$ cat src/rtl/x4xx_qsfp_lane_arb.sv
// Packet-level round-robin merge of four QSFP lane CHDR streams into one,
// tagging each packet with its source lane and counting packets per lane.
module x4xx_qsfp_lane_arb #(
    parameter int         CHDR_W  = 64,
    parameter logic [3:0] LANE_EN = 4'b1111,
    parameter int         CNT_W   = 16
) (
    input  logic                bus_clk,
    input  logic                bus_rst_n,
    input  logic [4*CHDR_W-1:0] s_tdata,
    input  logic [3:0]          s_tlast,
    input  logic [3:0]          s_tvalid,
    output logic [3:0]          s_tready,
    output logic [CHDR_W-1:0]   m_tdata,
    output logic                m_tlast,
    output logic                m_tvalid,
    input  logic                m_tready,
    output logic [1:0]          m_lane,
    input  logic                cnt_clr,
    output logic [4*CNT_W-1:0]  pkt_cnt
);

    typedef enum logic {IDLE, PASS} state_t;

    state_t state, state_nxt;
    logic [1:0] gnt, gnt_nxt, last, last_nxt, cand;
    logic found;
    logic run;

    logic [CHDR_W-1:0] in_data;
    logic in_last, in_valid, accept, pop;

    logic [CHDR_W-1:0] head_d, spare_d;
    logic head_l, spare_l, head_v, spare_v;
    logic [1:0] head_ln, spare_ln;

    logic [3:0][CNT_W-1:0] cnt;

    always_comb begin
        in_data  = '0;
        in_last  = 1'b0;
        in_valid = 1'b0;
        for (int unsigned i = 0; i < 4; i++) begin
            if (gnt == 2'(i)) begin
                in_data  = s_tdata[i*CHDR_W +: CHDR_W];
                in_last  = s_tlast[i];
                in_valid = s_tvalid[i];
            end
        end
    end

    // A full skid buffer is exactly "spare entry occupied".
    assign accept = (state == PASS) && in_valid && !spare_v;
    assign pop    = head_v && m_tready;

    always_comb begin
        for (int unsigned i = 0; i < 4; i++) begin
            if (!LANE_EN[i])
                s_tready[i] = run;
            else
                s_tready[i] = (state == PASS) && (gnt == 2'(i)) && !spare_v;
        end
    end

    always_comb begin
        state_nxt = state;
        gnt_nxt   = gnt;
        last_nxt  = last;
        found     = 1'b0;
        cand      = '0;
        case (state)
            IDLE: begin
                // Offset 4 wraps back onto the last-served lane, so it is tried last.
                for (int unsigned k = 1; k <= 4; k++) begin
                    cand = last + 2'(k);
                    if (!found && LANE_EN[cand] && s_tvalid[cand]) begin
                        found     = 1'b1;
                        gnt_nxt   = cand;
                        last_nxt  = cand;
                        state_nxt = PASS;
                    end
                end
            end
            PASS: begin
                if (accept && in_last)
                    state_nxt = IDLE;
            end
            default: state_nxt = IDLE;
        endcase
    end

    always_ff @(posedge bus_clk or negedge bus_rst_n) begin
        if (!bus_rst_n) begin
            state <= IDLE;
            gnt   <= '0;
            last  <= 2'd3;
            run   <= 1'b0;
        end else begin
            state <= state_nxt;
            gnt   <= gnt_nxt;
            last  <= last_nxt;
            run   <= 1'b1;
        end
    end

    always_ff @(posedge bus_clk or negedge bus_rst_n) begin
        if (!bus_rst_n) begin
            head_d   <= '0;
            head_l   <= 1'b0;
            head_ln  <= '0;
            head_v   <= 1'b0;
            spare_d  <= '0;
            spare_l  <= 1'b0;
            spare_ln <= '0;
            spare_v  <= 1'b0;
        end else if (!head_v) begin
            if (accept) begin
                head_d  <= in_data;
                head_l  <= in_last;
                head_ln <= gnt;
                head_v  <= 1'b1;
            end
        end else if (!spare_v) begin
            if (pop && accept) begin
                head_d  <= in_data;
                head_l  <= in_last;
                head_ln <= gnt;
            end else if (pop) begin
                head_v <= 1'b0;
            end else if (accept) begin
                spare_d  <= in_data;
                spare_l  <= in_last;
                spare_ln <= gnt;
                spare_v  <= 1'b1;
            end
        end else if (pop) begin
            head_d  <= spare_d;
            head_l  <= spare_l;
            head_ln <= spare_ln;
            spare_v <= 1'b0;
        end
    end

    assign m_tdata  = head_d;
    assign m_tlast  = head_l;
    assign m_tvalid = head_v;
    assign m_lane   = head_ln;

    always_ff @(posedge bus_clk or negedge bus_rst_n) begin
        if (!bus_rst_n) begin
            cnt <= '0;
        end else if (cnt_clr) begin
            cnt <= '0;
        end else begin
            for (int unsigned i = 0; i < 4; i++) begin
                if (LANE_EN[i] && s_tvalid[i] && s_tready[i] && s_tlast[i] && (cnt[i] != '1))
                    cnt[i] <= cnt[i] + CNT_W'(1);
            end
        end
    end

    assign pkt_cnt = cnt;

endmodule

$ cat config.mk
export PLATFORM = sky130hd
export DESIGN_NAME = x4xx_qsfp_lane_arb
export DESIGN_NICKNAME = d
export VERILOG_FILES = /design/src/rtl/x4xx_qsfp_lane_arb.sv
export SDC_FILE = /design/constraint.sdc
export NUM_CORES = 1
export LEC_CHECK = 0
export ABC_AREA = 1
export BUFFER_PORTS_ARGS = -buffer_cell sky130_fd_sc_hd__buf_2
export CORE_AREA = 2 2 159 161
export CTS_CLUSTER_DIAMETER = 50
export DETAILED_ROUTE_END_ITERATION = 10
export DIE_AREA = 0 0 161 163
export PLACE_DENSITY = 0.77
export RECOVER_POWER = 50
export REMOVE_ABC_BUFFERS = 1
export SLEW_MARGIN = 10
export SYNTH_ARGS = -nofsm -noshare
export SYNTH_HDL_FRONTEND = slang
export SYNTH_SLANG_ARGS = --single-unit
$ cat constraint.sdc
create_clock -name bus_clk -period 1.9 [get_ports bus_clk]
set_input_delay 0.19 -clock bus_clk [delete_from_list [all_inputs] [get_ports bus_clk]]
set_output_delay 0.19 -clock bus_clk [all_outputs]
set_load 0.02 [all_outputs]
==> flow_summary_export.csv <==
group,metric,value,unit
run_status,outcome,"completed",
global_routing,busiest_layer,"met2",
die,ioPinCount,404,
yosys,synthCells,1628,
setup_path,cp_max_fo,52,
sta,fmax,550,MHz
detailed_routing,viasPerCell,5.31,
placed_design,dp_hpwl,29.3,mm
sta,layout_min_cycle_time,1.82,ns
clock_network,cts_tree,"done",
finish,drive_gt1_share,23.9,%
clock_network,path_clk_slew,0.06,ns
global_routing,antenna_found_initial,3,
detailed_routing,firstDrtPassIters,5,
detailed_routing,routedWlPerCell,16.3,um
yosys,syn_area,11600,um2
finish,syn_to_final_growth,33.1,%
clock_network,root_buffer,"clkbuf_16",
global_routing,grt_pass1_wl,61.9,mm
yosys,synth_warnings,0,
die,start_util,47.0,%
sta,setup_viol,0,
global_routing,grt_usage,29.3,%
setup_path,path_class,"reg -> reg",
pwr,leakagePower,7.62,nW
hold_path,hold_path.class,"in -> reg",
clock_network,cts-buffers-inserted,26,
setup_path,slowest_delay,0.47,ns
global_routing,grtUsageMet3,5.45,%
yosys,syn_area_per_cell,7.12,um2
detailed_routing,drc,0,
yosys,synth_seq_cells,205,
finish,nets,2336,
finish,post-route-util,62.5,%
die,die_area,26200,um2
die,fp.coreArea,24700,um2
die,rows,58,
pwr,cellPowerDensity,1480,nW/um2
global_routing,grt_overflow,0,
detailed_routing,num_vias,12800,
sta,skew,0.00971,ns
yosys,seq_area_frac_synth,44.3,%
clock_network,clk_latency,0.52,ns
sta,slew_headroom,3.85,%
setup_path,cp_top_family,"flip-flops",
setup_path,end_kind,"register",
pwr,peakVddDrop,0.720,mV
placed_design,routabilityCongestion,0.898,
clock_network,cts_sinks,205,
global_routing,grt_pass1_vias,12200,
die,die_h,163,um
setup_path,path_common_cell,"nand2_1",
clock_network,clockBufferDepth,3,
setup_path,crit_buf_inv,3,
setup_path,crit_slowest_cell,"dfrtp_2",
finish,finish.instance_area,15400,um2
detailed_routing,drt_iter0_drc,1018,
sta,drv_slew,0,
detailed_routing,ant_nets,0,
sta,worstMarginPinSlew,1.44,ns
setup_path,path_cells,"buf_4 -> nand2_1 -> inv_4 -> buf_12 -> nand2_1 -> nand3_1 -> a21oi_1 -> nand2_1 -> o21ai_0 -> o21ai_1",
detailed_routing,routed_wl,39.3,mm
flow_run,max-cap-violations,0,
sta,fin_crit_sh,95.7,%
setup_path,arrival,2.22,ns
global_routing,met2_usage,47.9,%
die,die_w,161,um
clock_network,ctsHtreeMaxLevel,1,
placed_design,place_area,14300,um2
placed_design,port-buffer-count,403,
sta,finalHoldViolations,0,
clock_network,postCtsSetupBuffers,0,
setup_path,critPathLaunchType,"register",
sta,finalSetupTns,0,ns
setup_path,required,2.30,ns
yosys,synth_cell_types,38,
global_routing,grt_max_degree,79,
global_routing,grt_use_met1,39.0,%
-- layout by cell type, fill, tap and decap left out, drive strengths merged --
cell type and instances:
inv 122, nor2 60, clkbuf 101, o31ai 4
nor3 35, ha 4, xnor2 1, or2 1
nand3b 2, xor2 21, clkinvlp 5, dfrtp 203
and3 1, nor3b 1, o21ai 249, dlygate4sd3 25
nand3 92, clkinv 7, nand2 628, a21o 1
diode 3, dfstp 2, a21oi 42, bufinv 4
nand4 68, o21a 1, a31o 3, buf 401
-- sequential cells by signal, summed over array words and instances, names as in the netlist --
register and count:
m_tvalid 1, state 1, gnt 2, spare_ln 2, spare_d 64, m_lane 2
last 2, pkt_cnt 64, m_tlast 1, spare_l 1, m_tdata 64, spare_v 1
-- Yosys cell counts --
library cell  number  area [um2]
buf_4              7        52.6
o21ai_0          180         901
nor2_2             3        18.8
nor3_4             1        16.3
o21ai_2            2        17.5
nor2_4             2        22.5
or2_2              1        6.26
nor3_1            33         165
nor2_1            55         206
nand3b_1           2        15.0
xor2_1            21         184
dfrtp_1          203        5080
nand2_2            3        18.8
buf_2             35         175
nor3b_1            1        7.51
o31ai_1            4        30.0
nand3_1           91         455
nor3_2             1        10.0
nand2_1          623        2340
buf_6             10         113
clkinv_1           1        3.75
inv_2              5        18.8
ha_1               4        50.1
a31o_2             3        26.3
nand4_1           68         425
and3_1             1        6.26
inv_1            117         439
clkbuf_1          26        97.6
a21oi_1           42         210
clkbuf_2           2        10.0
o21a_1             1        7.51
xnor2_1            1        8.76
dfstp_2            2        52.6
nand3_2            1        10.0
nand2_4            2        22.5
o21ai_1           67         335
buf_1              6        22.5
a21o_1             1        7.51
-- worst register-to-register path, delay by kind of cell, from the launching register on --
| family | cells | cell delay, ns |
|---|---|---|
| DFF | 1 | 0.47 |
| buffers and inverters | 3 | 0.40 |
| and+or+nand+nor | 4 | 0.40 |
| AOI/OAI and AO/OA | 3 | 0.44 |
-- where the power goes --
group / leakage (nW) / switching (mW) / internal, mW
clock: 0.454 / 1.94 / 3.30
sequential: 2.64 / 0.767 / 5.88
combinational: 4.53 / 7.35 / 3.60
total: 7.62 / 10.1 / 12.8
-- final cells by class --
class                   instances  area, um2
clock buffers                  34        742
diodes                          3       7.51
fillers                      2240       9260
clock inverters                14        186
flip-flops and latches        205       5130
repair buffers                493       2870
well taps                     330        413
repair inverters                1       7.51
multi-input cells            1214       5590
inverters                     123        472
-- timing repair --
item	in CTS	in global routing
gates cloned	0	1
pin swaps	0	0
hold endpoints to repair	76	0
resized for setup	1	25
hold buffers	25	0
endpoints found under the setup margin	1	120
-- stage by stage --
stage,worst slack (ns),power (mW),std cells,hold WS [ns]
after floorplan,-2.06,13.3,1542,-0.106
after global placement,0.109,17.4,2340,0.221
after detailed placement,0.0526,17.7,2340,0.218
after CTS,0.0160,23.0,2413,0.00496
after global routing,-0.0147,24.6,2415,0.0118
final,0.0808,22.8,2417,0.0152
-- kinds of logic (layout without fill, tap and decap cells) --
| group | Yosys count | count (layout) | share of synthesized area, % |
|---|---|---|---|
| DFF | 205 | 205 | 44.3 |
| xor gates and xnor gates | 22 | 22 | 1.66 |
| AOI/OAI and AO/OA | 300 | 300 | 13.2 |
| adders and majority gates | 4 | 4 | 0.432 |
| and+or+nand+nor | 888 | 888 | 32.3 |
| buffers and inverters | 209 | 665 | 8.04 |
| other | 0 | 3 | 0 |
-- routing by layer --
layer  routed length (um)  vias to the layer above
met5                   13                        -
met4                 1460                        2
met3                 3200                       99
met2                18100                      600
met1                16500                     5925
li1                     -                     6200
-- final timing paths --
check | endpoint | slack (ns) | cells after the start | start
min in group asynchronous | m_tdata[32]$_DFFE_PN0P_ | 0.57 | 2 | bus_rst_n
worst max-delay path | m_tdata[6]$_DFFE_PN0P_ | 0.08 | 10 | gnt[0]$_DFFE_PN0P_
worst min-delay path | spare_d[23]$_DFFE_PN0P_ | 0.02 | 3 | s_tdata[215]
worst max register to register | m_tdata[6]$_DFFE_PN0P_ | 0.08 | 10 | gnt[0]$_DFFE_PN0P_
max in group asynchronous | spare_d[60]$_DFFE_PN0P_ | 0.29 | 3 | bus_rst_n
worst min register to register | m_lane[1]$_DFFE_PN0P_ | 0.48 | 2 | m_lane[1]$_DFFE_PN0P_
Power figures use the tool's default switching activity.
